$ cat config.mk
export PLATFORM = sky130hd
export DESIGN_NAME = fetch_unit
export DESIGN_NICKNAME = d
export VERILOG_FILES = /design/src/rtl/fetch_pkg.sv /design/src/rtl/fetch_fifo.sv /design/src/rtl/fetch_unit.sv
export SDC_FILE = /design/constraint.sdc
export NUM_CORES = 1
export LEC_CHECK = 0
export ABC_AREA = 1
export BUFFER_PORTS_ARGS = -buffer_cell sky130_fd_sc_hd__buf_2
export CORE_MARGIN = 1.5
export CORE_UTILIZATION = 30
export CTS_BUF_LIST = sky130_fd_sc_hd__clkbuf_4 sky130_fd_sc_hd__clkbuf_8
export CTS_CLUSTER_SIZE = 25
export DETAILED_ROUTE_END_ITERATION = 6
export PLACE_DENSITY = 0.5
export SETUP_SLACK_MARGIN = 0.4
export SYNTH_ARGS = -nofsm -noshare
export SYNTH_HDL_FRONTEND = slang
export SYNTH_SLANG_ARGS = --single-unit
$ cat constraint.sdc
create_clock -name clk -period 4.5 [get_ports clk]
set_input_delay 0.45 -clock clk [delete_from_list [all_inputs] [get_ports clk]]
set_output_delay 0.45 -clock clk [all_outputs]
set_load 0.05 [all_outputs]
$ cat src/rtl/fetch_pkg.sv
`default_nettype none
// ============================================================================
//  Module      : fetch_pkg
//  Description : Shared types and constants for the instruction-fetch front end.
//  Revision    : 1.0 - initial release
// ============================================================================
package fetch_pkg;

   localparam int unsigned XLEN = 32;

   // Canonical no-op (addi x0, x0, 0) that decode may substitute on a flush.
   localparam logic [XLEN-1:0] RV_NOP = 32'h0000_0013;

   // PC fetched first after reset unless the instance overrides it.
   localparam logic [XLEN-1:0] DEFAULT_RESET_VECTOR = 32'h0000_0000;

   // One prefetch-queue entry: the instruction tagged with its own PC.
   typedef struct packed {
      logic [XLEN-1:0] pc;
      logic [XLEN-1:0] instr;
   } fetch_entry_t;

endpackage
`default_nettype wire

$ cat src/rtl/fetch_fifo.sv
`default_nettype none
// ============================================================================
//  Module      : fetch_fifo
//  Description : Synchronous prefetch queue. Flush wins over push and pop;
//                push while full is accepted only together with a pop.
//  Revision    : 1.0 - initial release
// ============================================================================
module fetch_fifo
   import fetch_pkg::*;
#(
   parameter int unsigned DEPTH   = 4,
   parameter type         ENTRY_T = fetch_entry_t
) (
   input  logic                         clk,
   input  logic                         rst,
   input  logic                         push,
   input  ENTRY_T                       wr_data,
   input  logic                         pop,
   input  logic                         flush,
   output ENTRY_T                       rd_data,
   output logic                         full,
   output logic                         empty,
   output logic [$clog2(DEPTH+1)-1:0]   count
);

   localparam int unsigned c_ptr_w = $clog2(DEPTH);
   localparam int unsigned c_cnt_w = $clog2(DEPTH + 1);

   ENTRY_T               r_mem [DEPTH];
   logic [c_ptr_w-1:0]   r_rd_ptr;
   logic [c_ptr_w-1:0]   r_wr_ptr;
   logic [c_cnt_w-1:0]   r_count;
   logic                 w_do_push;
   logic                 w_do_pop;

   assign empty     = (r_count == '0);
   assign full      = (r_count == c_cnt_w'(DEPTH));
   assign count     = r_count;
   assign w_do_pop  = pop & ~empty;
   assign w_do_push = push & (~full | w_do_pop);

   // Head is read straight out of registered storage; zero while empty.
   assign rd_data = empty ? '0 : r_mem[r_rd_ptr];

   // Pointer and occupancy tracking; pointers wrap naturally (power-of-two depth).
   always_ff @(posedge clk) begin
      if (rst || flush) begin
         r_rd_ptr <= '0;
         r_wr_ptr <= '0;
         r_count  <= '0;
      end else begin
         if (w_do_push) r_wr_ptr <= r_wr_ptr + c_ptr_w'(1);
         if (w_do_pop)  r_rd_ptr <= r_rd_ptr + c_ptr_w'(1);
         r_count <= r_count + c_cnt_w'(w_do_push) - c_cnt_w'(w_do_pop);
      end
   end

   // Entry storage; contents beyond the occupancy are never observed.
   always_ff @(posedge clk) begin
      if (w_do_push && !flush && !rst) begin
         r_mem[r_wr_ptr] <= wr_data;
      end
   end

endmodule
`default_nettype wire

$ cat src/rtl/fetch_unit.sv
`default_nettype none
// ============================================================================
//  Module      : fetch_unit
//  Description : Decoupled instruction-fetch stage. Issues pipelined requests
//                under a credit limit, tags responses with their PC in a
//                prefetch queue and squashes wrong-path responses on redirect.
//  Revision    : 1.0 - initial release
// ============================================================================
module fetch_unit
   import fetch_pkg::*;
#(
   parameter int unsigned       N_Bits       = 32,
   parameter int unsigned       FIFO_DEPTH   = 4,
   parameter logic [N_Bits-1:0] RESET_VECTOR = N_Bits'(DEFAULT_RESET_VECTOR)
) (
   input  logic              clk,
   input  logic              rst,
   output logic              imem_req_valid,
   input  logic              imem_req_ready,
   output logic [N_Bits-1:0] imem_req_addr,
   input  logic              imem_rsp_valid,
   input  logic [N_Bits-1:0] imem_rsp_data,
   input  logic              redirect_valid,
   input  logic [N_Bits-1:0] redirect_pc,
   output logic              instr_valid,
   input  logic              instr_ready,
   output logic [N_Bits-1:0] instr,
   output logic [N_Bits-1:0] instr_pc
);

   localparam int unsigned       c_cnt_w      = $clog2(FIFO_DEPTH + 1);
   localparam logic [N_Bits-1:0] c_pc_step    = N_Bits'(4);
   localparam logic [N_Bits-1:0] c_align_mask = ~(N_Bits'(3));

   // Same layout as fetch_entry_t, sized to this instance's width.
   typedef struct packed {
      logic [N_Bits-1:0] pc;
      logic [N_Bits-1:0] instr;
   } entry_t;

   logic [N_Bits-1:0]  r_fetch_pc;
   logic [N_Bits-1:0]  r_rsp_pc;
   logic [c_cnt_w-1:0] r_outstanding;
   logic [c_cnt_w-1:0] r_drop_cnt;
   logic [c_cnt_w-1:0] w_fifo_count;
   logic [c_cnt_w:0]   w_credits_used;
   logic [N_Bits-1:0]  w_redirect_target;
   logic               w_req_fire;
   logic               w_rsp_fire;
   logic               w_drop;
   logic               w_push;
   logic               w_pop;
   logic               w_fifo_full;
   logic               w_fifo_empty;
   entry_t             w_push_entry;
   entry_t             w_head;

   // Every issued request reserves a queue slot until its entry leaves, so a
   // response always finds space and the memory never needs backpressure.
   assign w_credits_used    = {1'b0, r_outstanding} + {1'b0, w_fifo_count};
   assign imem_req_valid    = ~rst & ~redirect_valid &
                              (w_credits_used < (c_cnt_w + 1)'(FIFO_DEPTH));
   assign imem_req_addr     = r_fetch_pc;
   assign w_req_fire        = imem_req_valid & imem_req_ready;
   assign w_rsp_fire        = imem_rsp_valid;
   assign w_drop            = (r_drop_cnt != '0);
   assign w_redirect_target = redirect_pc & c_align_mask;

   assign w_pop        = instr_valid & instr_ready & ~redirect_valid;
   assign w_push       = w_rsp_fire & ~w_drop & ~redirect_valid & (~w_fifo_full | w_pop);
   assign w_push_entry = '{pc: r_rsp_pc, instr: imem_rsp_data};

   assign instr_valid = ~w_fifo_empty;
   assign instr       = w_head.instr;
   assign instr_pc    = w_head.pc;

   // Fetch/response PCs, in-flight count and wrong-path squash counter.
   always_ff @(posedge clk) begin
      if (rst) begin
         r_fetch_pc    <= RESET_VECTOR;
         r_rsp_pc      <= RESET_VECTOR;
         r_outstanding <= '0;
         r_drop_cnt    <= '0;
      end else begin
         r_outstanding <= r_outstanding + c_cnt_w'(w_req_fire) - c_cnt_w'(w_rsp_fire);
         if (redirect_valid) begin
            // Everything still in flight belongs to the old path; recompute
            // rather than accumulate so back-to-back redirects stay exact.
            r_fetch_pc <= w_redirect_target;
            r_rsp_pc   <= w_redirect_target;
            r_drop_cnt <= r_outstanding - c_cnt_w'(w_rsp_fire);
         end else begin
            if (w_req_fire) r_fetch_pc <= r_fetch_pc + c_pc_step;
            if (w_rsp_fire && w_drop) r_drop_cnt <= r_drop_cnt - c_cnt_w'(1);
            if (w_push) r_rsp_pc <= r_rsp_pc + c_pc_step;
         end
      end
   end

   fetch_fifo #(
      .DEPTH   (FIFO_DEPTH),
      .ENTRY_T (entry_t)
   ) u_fifo (
      .clk     (clk),
      .rst     (rst),
      .push    (w_push),
      .wr_data (w_push_entry),
      .pop     (w_pop),
      .flush   (redirect_valid),
      .rd_data (w_head),
      .full    (w_fifo_full),
      .empty   (w_fifo_empty),
      .count   (w_fifo_count)
   );

endmodule
`default_nettype wire

# [Yosys cells after proc, flatten, opt, wreduce, memory -nomap -nowiden]
# Memory sizes are Yosys's and may differ from the RTL's. A register that Yosys moved wholly into a read port is not among the register bits.
# Index checks and enable logic that the tools add are counted.
[totals] register_bits=77 mem_bits_rw=256 inputBits=70 output_inout_bits=98 wordCells=63 n_memories=1
[classes] add_sub_neg=11 order_cmp=1 eq_ne=1 mux=11 bitwise=17 reduce_logical=12
[memory_table] name="u_fifo.r_mem" depth=4 width=64 read_ports=1 rd_clocked_by_memory_dff=1 write_ports=1 line_no="fetch_fifo.sv:29" source="ENTRY_T r_mem [DEPTH];"
[ops] cell="$mux 32" n=4
[ops] cell="$add 32x3->32 const B" n=2
[ops] cell="$mux 64" n=1
[ops] cell="$and 1x1->1" n=10
[ops] cell="$sub 3x1->3" n=3
[ops] cell="$add 3x1->3" n=2
[ops] cell="$mux 3" n=2
[ops] cell="$reduce_bool 2->1" n=3
[ops] cell="$not 1->1" n=5
[ops] cell="$add 2x1->2 const B" n=2
[ops] cell="$add 3x3->4" n=1
[ops] cell="$lt 4x3->1 const B" n=1
[ops] cell="$mux 2" n=2
[ops] cell="$eq 3x3->1 const B" n=1
[ops] cell="$logic_and 1x1->1" n=3
[ops] cell="$logic_not 3->1" n=1
[ops] cell="$reduce_bool 3->1" n=1
[ops] cell="$sub 3x1->3 const B" n=1
[ops] cell="$logic_not 1->1" n=2
[ops] cell="$mux 1" n=2
[ops] cell="$or 1x1->1" n=2
[ops] cell="$reduce_or 2->1" n=1
[ops] cell="$logic_or 1x1->1" n=1

# [Logic depth before layout (Yosys ltp)]
[logic_depth] depth_word=11 mapped_depth=12 ltp_nobuf=11

# [Modules after synthesis]
# Synthesis repeated with hierarchy kept, for this count alone.
[unflattened] cells_unflattened=1600 hier_area_um2=15039.4
[modules_own_cells] mod="fetch_fifo" instances=1 cells_each=826 area_per_inst_um2=10420.0 seq_area_each_um2=7867.5
[modules_own_cells] mod="fetch_unit" instances=1 cells_each=774 area_per_inst_um2=4619.4 seq_area_each_um2=1321.3

# [Worst setup path before layout]
# Ideal clock, no wire load.
[synth_timing] path_type="input to register" from="in redirect_valid" to="mem u_fifo.r_mem[0][0] (netlist name) (enable)" setup_time_ns=0.482 arrival_time_ns=3.665 t_required_ns=4.018 setup_slack_ns=0.354 path_stages=7 path_buffers=0 path_cell_list="inv_2 nand2_1 nor2_2 nand2_2 nor2_2 inv_2 nor2_1"
[synth_between] elab_chain_cells=9 elab_cells_between_ends=13 classes_between="mux: 2; bitwise: 8; reduce/logical: 3"
[synth_rtl] element="start, declared" line_no="fetch_unit.sv:23" source="input logic redirect_valid,"
[synth_rtl] element="$not 1->1" line_no="fetch_unit.sv:69, fetch_unit.sv:70"
[synth_rtl] element="$and 1x1->1" line_no="fetch_unit.sv:69" source="assign w_pop = instr_valid & instr_ready & ~redirect_valid;"
[synth_rtl] element="$or 1x1->1 or $and 1x1->1 (tied branches)" line_no="fetch_unit.sv:70, fetch_fifo.sv:39"
[synth_rtl] element="$and 1x1->1 or $or 1x1->1 (tied branches)" line_no="fetch_unit.sv:70, fetch_fifo.sv:40"
[synth_rtl] element="$and 1x1->1" line_no="fetch_fifo.sv:40" source="assign w_do_push = push & (~full | w_do_pop);"
[synth_rtl] element="$logic_and 1x1->1 * (2 in a row)" line_no="fetch_fifo.sv:60" source="if (w_do_push && !flush && !rst) begin"
[synth_rtl] element="$mux 1 *" line_no="fetch_fifo.sv:60"
[synth_rtl] element="$mux 1 (implied by the code) *" line_no="fetch_fifo.sv:61" source="r_mem[r_wr_ptr] <= wr_data;"
[synth_rtl] element="end, declared" line_no="fetch_fifo.sv:29"
# Mark *: on every way between the ends. The rest lies on a longest branch, timed or not.

==> impl_results.rst <==
.. list-table::
   :header-rows: 1

   * - Metric
     - Value
   * - Actual transition at the worst max-transition pin
     - about 1.2 ns
   * - Number of vias after detailed routing
     - 11200
   * - Final Hold Violating Endpoints
     - 0
   * - Sink Count
     - around 320
   * - Synth unique cells
     - 37
   * - Most instantiated flip-flop cell in the synthesis netlist
     - sky130_fd_sc_hd__edfxtp_1
   * - Post-route setup TNS
     - 0 ns
   * - Largest family of logic cells by synthesized area
     - simple AND/OR/NAND/NOR gates
   * - CTS tree
     - yes
   * - Post-detailed-placement cell area
     - between 15000 and 20000 um2
   * - Routed WL
     - approximately 40000 um
   * - Drt via density
     - between 4 and 5
   * - Synth Instances
     - 1543
   * - Simple-gate portion of the synthesized area
     - 0.195
   * - Compound-cell area share of the yosys netlist
     - 0.106
   * - Power per standard cell area
     - 381 nW/um2
   * - Commonest cells in the netlist
     - 362 x sky130_fd_sc_hd__nor2_1, 248 x sky130_fd_sc_hd__edfxtp_1, 234 x sky130_fd_sc_hd__nand2_1, 162 x sky130_fd_sc_hd__o21ai_0, 117 x sky130_fd_sc_hd__a21oi_1
   * - Clock-pin slew reported for the worst setup and hold paths after clock tree synthesis
     - ~0.06 ns
   * - Register-to-register setup slack
     - 1.88 ns
   * - Final slew viol count
     - 0
   * - Vert. Die Dim
     - approximately 220 um
   * - Hold Crit Class
     - input pin to flip-flop
   * - Count of flip-flops with a built-in enable after synthesis
     - around 250
   * - Buffers on Ports
     - between 150 and 200
   * - Fmax
     - between 200 and 300 MHz
   * - Detailed-route wire length per cell
     - ~17 um
   * - Maximum buffer depth of the clock tree
     - 3
   * - Fraction of synthesized cell area in xor and xnor cells
     - 0.0115
   * - Overflow left after global routing
     - 0
   * - Element type at the critical path start
     - flip-flop
   * - Warning count from the yosys run
     - 0
   * - Antenna Diode Count
     - 0
   * - Post-CTS Resized
     - 0
   * - First-iteration detailed-routing DRC count
     - between 700 and 800
   * - DP HPWL
     - roughly 24000 um
   * - Asr flop ratio synth
     - 0
   * - Sequential-to-total area share from yosys stat
     - 0.619
   * - Slew HR
     - 0.207
   * - Flip-flop and latch area
     - 8950 um2
   * - Final weighted congestion in routability-driven placement
     - between 0.8 and 0.9
   * - CTS root buffer
     - sky130_fd_sc_hd__clkbuf_8
   * - Placement row count
     - 80
   * - Total standard cell area after synthesis
     - 14500 um2
   * - Worst Clk Skew
     - between 0.03 and 0.04 ns
   * - Number of global-route vias before repair
     - roughly 11000
   * - Ratio of cells with drive above 1 in the final layout
     - 0.164
   * - Most area-hungry cell type in the Yosys netlist
     - sky130_fd_sc_hd__edfxtp_1
   * - Width of the chip
     - between 200 and 250 um
   * - Total of fill cells in the finished design
     - between 4000 and 5000
   * - Net count of the finished layout
     - around 1800
   * - Count leader, synth
     - sky130_fd_sc_hd__nor2_1
   * - Core region area
     - 47600 um2
   * - Post-CTS setup-driven buffer insertion count
     - 0
   * - Setup repair after global routing missed its margin
     - no
   * - Final min period
     - 3.55 ns
   * - Worst Setup Path Type
     - flip-flop to output pin
   * - Outcome
     - finished, final reports clean
   * - Arrival time at the worst endpoint
     - 3.10 ns
   * - Total I/O pin count
     - approximately 170
   * - Final critical-path share of the clock period
     - 0.789
   * - Layout overhead on the synthesized area
     - 19.9%
   * - Average instance area after synthesis
     - 9.37 um2
   * - Largest cells by area after synthesis
     - sky130_fd_sc_hd__edfxtp_1 52%, sky130_fd_sc_hd__dfxtp_1 10%, sky130_fd_sc_hd__nor2_1 9.4%, sky130_fd_sc_hd__nand2_1 6.1%, sky130_fd_sc_hd__o21ai_0 5.6%
   * - Initial standard-cell utilization of the core
     - 0.303
   * - Combined global-route utilization of all metal layers
     - 0.162
   * - Synth top area share
     - 0.515
   * - Proportion of synthesized area in mux cells
     - 0
   * - First-pass GRT wire length
     - ~62000 um
   * - Flops & latches, synth
     - 323
   * - Total Power
     - around 6.6 mW
   * - Worst supply voltage drop on vdd
     - about 0.00018 V
   * - Maximum net fanout on the critical path
     - 100
   * - Combined area of the multi-input logic cells
     - between 4000 and 5000 um2
   * - Static Leak
     - between 6 and 7 nW
   * - H-tree levels
     - 2
   * - Number of antenna violations at the first check in global routing
     - 1
   * - Post-Layout Inst Area
     - about 17000 um2
   * - Die Outline Area
     - 49500 um2
   * - # setup viols final
     - 0
   * - Required time at the endpoint of the critical path
     - roughly 4.1 ns
   * - Max-cap check violation count
     - 0
   * - Share of synthesized cell area in full adder, half adder and majority cells
     - 0.0166
   * - Clock buffer count from CTS
     - 57
   * - Number of nets with antenna violations after routing
     - 0
   * - Source-to-sink clock delay at the later pin of the worst-skew pair
     - about 0.66 ns
   * - Pre-Repair DR Iteration Count
     - 6
   * - Number of remaining DRC errors
     - 0
   * - Largest net degree at the start of global routing
     - 101
   * - Nature of the critical path endpoint
     - output pin
flip-flops by register name, summed over array words and instances (netlist names), named ones only:
signal	count
u_fifo.r_mem	248
u_fifo.r_wr_ptr	2
imem_req_addr	30
u_fifo.r_rd_ptr	2
r_rsp_pc	30
r_outstanding	3
r_drop_cnt	3
u_fifo.count	3
stage by stage:
stage | util | std cells | setup slack (ns) | hold WS (ns)
final | 0.364 | 2406 | 0.948 | 0.116
after global routing | 0.364 | 2406 | 0.651 | 0.106
after CTS | 0.364 | 2406 | 0.772 | 0.0601
after detailed placement | 0.334 | 2266 | 1.47 | 0.453
after global placement | 0.334 | 2266 | 1.46 | 0.447
after floorplan | - | 1546 | 0.354 | 0.436
path summary, 6_finish.rpt:
path / start / end / cells after the start
max: flip-flop / instr_pc[15] / 6
min: redirect_pc[31] / r_rsp_pc[31] / 3
max reg2reg: u_fifo.count[1] / r_outstanding[2] / 11
min reg2reg: u_fifo.r_rd_ptr[1] / flip-flop / 2
timing repair:
action | 4_1_cts | 5_1_grt
hold buffers | 32 | 0
endpoints found under the hold margin | 128 | 0
endpoints found under the setup margin | 0 | 0
layout by cell type, fill, tap and decap left out, types with 5 or more instances in the layout:
cell / Yosys / routed
sky130_fd_sc_hd__ha_1: 16 / 16
sky130_fd_sc_hd__dlygate4sd3_1: 0 / 32
sky130_fd_sc_hd__a21oi_1: 117 / 117
sky130_fd_sc_hd__nand4_1: 5 / 5
sky130_fd_sc_hd__o21ai_1: 5 / 5
sky130_fd_sc_hd__nor2_4: 4 / 8
sky130_fd_sc_hd__nor2_1: 362 / 358
sky130_fd_sc_hd__inv_1: 106 / 106
sky130_fd_sc_hd__clkbuf_8: 0 / 59
sky130_fd_sc_hd__nand3_1: 70 / 70
sky130_fd_sc_hd__dfxtp_1: 75 / 73
sky130_fd_sc_hd__inv_2: 7 / 6
sky130_fd_sc_hd__o21ai_0: 162 / 162
sky130_fd_sc_hd__o211ai_1: 6 / 6
sky130_fd_sc_hd__buf_2: 16 / 161
sky130_fd_sc_hd__edfxtp_1: 248 / 248
sky130_fd_sc_hd__nand2_1: 234 / 234
sky130_fd_sc_hd__nand3b_1: 6 / 6
sky130_fd_sc_hd__buf_4: 6 / 12
sky130_fd_sc_hd__xor2_1: 15 / 15
sky130_fd_sc_hd__clkinv_1: 0 / 20
sky130_fd_sc_hd__nor2_2: 5 / 5
sky130_fd_sc_hd__clkbuf_4: 0 / 16
sky130_fd_sc_hd__clkinv_2: 0 / 11
routing by layer:
| metal | global-route usage | part of all wire |
|---|---|---|
| met1 | 0.222 | 0.47 |
| met2 | 0.260 | 0.45 |
| met3 | 0.0325 | 0.056 |
| met4 | 0.0476 | 0.019 |
| met5 | 0 | 0 |
worst max-delay path, stage by stage (launching register included):
cell and delay [ns]:
sky130_fd_sc_hd__dfxtp_4 0.54, sky130_fd_sc_hd__buf_4 0.85, sky130_fd_sc_hd__nor2_1 0.11, sky130_fd_sc_hd__nor2_1 0.11, sky130_fd_sc_hd__o21ai_0 0.11, sky130_fd_sc_hd__a21oi_1 0.26
sky130_fd_sc_hd__buf_2 0.33
final cells by class:
cell class | count | share of cell area
flip-flops and latches | 323 | 0.517
clock inverters | 33 | 0.00924
inverters | 113 | 0.0245
clock buffers | 75 | 0.0538
multi-input cells | 1039 | 0.278
well taps | 615 | 0.0444
repair buffers | 208 | 0.0736
cell families (layout without fill, tap and decap cells):
kind of cell               after synthesis  count (layout)
DFF                                    323             323
xor gates and xnor gates                19              19
buffers and inverters                  184             429
AOI/OAI and AO/OA                      299             299
and+or+nand+nor                        699             699
adders and majority gates               18              18
other                                    1               4
power breakdown:
group | internal [mW] | switching (mW) | leakage [nW]
clock | 1.36 | 1.25 | 0.582
sequential | 3.29 | 0.0866 | 2.88
combinational | 0.174 | 0.438 | 3.29
(Power assumes the default switching activity.)
